<file path="src/rtl/rr_arb.sv">
// Round-robin arbiter: one-hot grant and index are registered, so there is one cycle from request to grant.
// No backpressure; lock holds the current grant while its holder keeps requesting.
module rr_arb #(
   parameter int N = 8,
   parameter int W = 3
) (
   input  logic         clk,
   input  logic         reset,
   input  logic [N-1:0] r,
   input  logic         lock,
   output logic [N-1:0] g,
   output logic [W-1:0] gb,
   output logic         valid
);

   logic [W-1:0] ptr;
   logic [W-1:0] win;
   logic [W-1:0] ptr_nxt;
   logic [N-1:0] g_nxt;
   logic         found;
   logic         hold;

   // Scan from ptr upward, wrapping at N-1; the first requester seen wins.
   always_comb begin
      found = 1'b0;
      win   = '0;
      g_nxt = '0;
      for (int k = 0; k < N; k++) begin
         int j;
         j = int'(ptr) + k;
         if (j >= N) j = j - N;
         if (!found && r[j]) begin
            found    = 1'b1;
            win      = W'(j);
            g_nxt[j] = 1'b1;
         end
      end
   end

   assign hold    = valid & lock & r[gb];
   assign ptr_nxt = (win == W'(N - 1)) ? '0 : win + W'(1);

   always_ff @(posedge clk or negedge reset) begin
      if (!reset) begin
         g     <= '0;
         gb    <= '0;
         valid <= 1'b0;
         ptr   <= '0;
      end else if (!hold) begin
         g     <= g_nxt;
         gb    <= win;
         valid <= found;
         // An idle cycle leaves the priority pointer where it was.
         if (found) ptr <= ptr_nxt;
      end
   end

endmodule

</file>
<file path="config.mk">
export PLATFORM = sky130hd
export DESIGN_NAME = rr_arb
export DESIGN_NICKNAME = d
export VERILOG_FILES = /design/src/rtl/rr_arb.sv
export SDC_FILE = /design/constraint.sdc
export NUM_CORES = 1
export LEC_CHECK = 0
export CORE_AREA = 3 3 65 67
export DETAILED_ROUTE_END_ITERATION = 7
export DIE_AREA = 0 0 68 70
export DONT_BUFFER_PORTS = 1
export HOLD_SLACK_MARGIN = 0.06
export PLACE_DENSITY = 0.76
export SLEW_MARGIN = 25
export SYNTH_ARGS = -nofsm -noshare
export SYNTH_HDL_FRONTEND = slang
export SYNTH_SLANG_ARGS = --single-unit
</file>
<file path="constraint.sdc">
create_clock -name clk -period 5.4 [get_ports clk]
set_input_delay 1.08 -clock clk [delete_from_list [all_inputs] [get_ports clk]]
set_output_delay 1.08 -clock clk [all_outputs]
set_load 0.005 [all_outputs]
</file>
==> impl_metrics.yaml <==
sta:
  final.min_clock_period_ns: 4.481
  slew_viol_final: 0
  skew_ns: 0.005397
  rsz0062_at_grt: "false"
  max_slew_margin: 0.4909
  fin_hold_ws_ns: 0.5222
  hold_viol: 0
  tightestPinTransition_ns: 0.7582
  fin_tns_setup_ns: 0
  fin_crit_sh: 0.8298
  finalSetupViolCount: 0
  fmax_mhz: 223.2
critical_path:
  crit_top_cell: "ha_1"
  crit_slowest_cell: "ha_1"
  worstSetupPathType: "reg -> reg"
  timing.critical_path.buf_inv: 2
  critPathArrivalTime_ns: 4.60
  worst-path-max-fanout: 14
  slowest_delay_ns: 0.75
  path_cells: "clkinv_1 > ha_1 > inv_2 > mux4_2 > or3_4 > a2111oi_4 > nor4_1 > nor2_1 > ha_1 > ha_1 > nand2_1 > o21ai_0"
  endpoint_kind: "flip-flop"
  cp.required_ns: 5.52
  worstSetupStartpointType: "flip-flop"
  crit_family: "adder cells"
min_path:
  holdCritPathClass: "in -> async"
finish:
  fin_nets: 247
  drive_above_1_share: 0.2000
  layout.cells.non_filler: 273
  n_antenna_cell: 0
  areaGrowthSynthToFinish_pct: 3.869
  final_util: 0.5919
global_route:
  antenna_found_initial: 0
  grt-ovfl-total: 0
  track_usage: 0.2550
  grt_pass1_vias: 1923
  grt_max_degree: 29
  grt_pass1_wl_um: 9487
clock_tree:
  clock_latency_ns: 0.24
  clock_sinks: 15
  cts.htree.levels: 1
  cts_hold_buf: 0
  cts_setup_buffers: 0
  clockBufferDepth: 2
  clk_pin_slew_ns: 0.06
  cts_resized: 0
  cts_tree: "done"
  cts_root_buffer: "clkbuf_8"
  cts-buffers-inserted: 3
detailed_routing:
  viasPerCell: 7.392
  drc: 0
  num_vias: 2018
  drtAntennaViolNets: 0
  avgRoutedWirePerCell_um: 20.88
  drt_iter0_drc: 152
  wl_um: 5699
  dr.pass1.iters: 5
run:
  max_cap_viol_count: 0
synth:
  ys_seq_area_frac: 0.1786
  syn_avg_cell_area_um2: 9.219
  async_flop_share: 1.000
  synth_nets: 249
  ys.flop_type: "dfrtp_1"
  yosys_warnings: 0
  synth_top_family_by_area: "multiplexers"
  synth-simple-area-share: 0.2155
  synth-seq-cells: 15
  synth_edf_count: 0
  synthAdderAreaFrac: 0.05952
  synth.distinct_cells: 64
  synthCells: 228
  synth_area_um2: 2102
  synth_xor_area_frac: 0.01250
  synth_compound_area_frac: 0.2280
  synthMuxAreaShare: 0.2696
outcome:
  status: "completed"
die:
  row_count: 22
  die_h_um: 70
  start_util: 0.5699
  die_w_um: 68
  core_region_area_um2: 3689
  die_area_um2: 4760
  io-pin-count: 23
placed_design:
  gp_congestion: 1.021
  dp_cells: 269
  port_buffers: 0
  dpl.hpwl_um: 4265
[final timing paths]
kind | from | endpoint | slack [ns] | depth (start not counted)
setup / recovery | ptr[1] | ptr[2] | 0.92 | 12
max in group asynchronous | reset | gb[0] | 4.80 | 0
setup reg to reg | ptr[1] | ptr[2] | 0.92 | 12
min in group clk | g[0] | g[0] | 0.54 | 1
hold / removal | reset | g[2] | 0.52 | 0
hold reg to reg | g[0] | g[0] | 0.54 | 1
[layout by cell type, fill, tap and decap left out, types with 2 or more instances in the layout]
cell type  count
a2111oi_0      2
a211oi_1       4
a21oi_1       13
a221oi_1       2
a22oi_1        2
a311oi_1       2
a31oi_1        3
and2_1         3
buf_4          4
clkbuf_8       3
clkinv_1       2
dfrtp_1       15
ha_1          10
inv_1          3
mux2_2        11
mux2i_1        6
mux4_2        17
nand2_1       22
nand2b_1       2
nand3_1       11
nor2_1        21
nor2b_1        3
nor3_1         3
nor4_1         4
nor4b_1        3
o211ai_1       4
o21ai_0        6
o21ai_1        2
o221a_2        2
o22ai_1        4
o32ai_1        2
or3_1          2
xnor2_1        2
[synthesized netlist by cell type, types with 2 or more instances]
cell | instances | area (um2)
a311oi_1 | 2 | 17.52
nor3_1 | 3 | 15.01
mux2i_1 | 6 | 60.06
and2_1 | 3 | 18.77
o211ai_1 | 4 | 30.03
o221a_2 | 2 | 22.52
nor2b_1 | 3 | 18.77
a31oi_1 | 3 | 18.77
a221oi_1 | 2 | 17.52
o22ai_1 | 4 | 25.02
mux4_2 | 17 | 382.9
nor4_1 | 4 | 25.02
a21oi_1 | 13 | 65.06
nor4b_1 | 3 | 26.28
o32ai_1 | 2 | 17.52
or3_1 | 2 | 12.51
inv_1 | 3 | 11.26
nand2b_1 | 2 | 12.51
dfrtp_1 | 15 | 375.4
nor2_1 | 21 | 78.83
xnor2_1 | 2 | 17.52
buf_2 | 4 | 20.02
nand2_1 | 22 | 82.58
ha_1 | 10 | 125.1
clkinv_1 | 2 | 7.510
a22oi_1 | 2 | 15.01
o21ai_1 | 2 | 10.01
nand3_1 | 11 | 55.05
a2111oi_0 | 2 | 17.52
a211oi_1 | 4 | 30.03
mux2_2 | 11 | 123.9
o21ai_0 | 6 | 30.03
clkbuf_1 | 5 | 18.77
[state kept, by name, indices dropped and copies added (netlist names)]
register,cells
ptr,3
gb,3
g,8
valid,1
[stage by stage]
step	setup slack [ns]	instance area (um2)
after floorplan	1.144	2102
after global placement	1.106	2138
after detailed placement	1.005	2138
after CTS	0.9937	2183
after global routing	0.6099	2183
final	0.9191	2183
[metal layers]
layer	global-route usage	share of wire
met5	0	0
met4	0.07064	0.029
met3	0.06109	0.097
met2	0.3801	0.46
met1	0.3650	0.41
[cell families (layout without fill, tap and decap cells)]
kind of cell / Yosys count / in the layout
AO/OA/AOI/OAI: 64 / 64
XOR/XNOR: 3 / 3
adder cells (fa/ha/maj): 10 / 10
buffers and inverters: 17 / 14
flip-flops: 15 / 15
multiplexers: 34 / 34
AND/OR/NAND/NOR: 85 / 85
[final cells by class]
cell class                 instances  area [um2]
multi-input combinational        196        1650
fill                             328        1505
sequential                        15       375.4
tap                               48       60.06
clock buffer                       4       45.04
timing repair buffer               4       30.03
inverter                           6       22.52
Power is not shown: default switching activity piles up to over one toggle a cycle in this logic, so the estimate is an artifact.
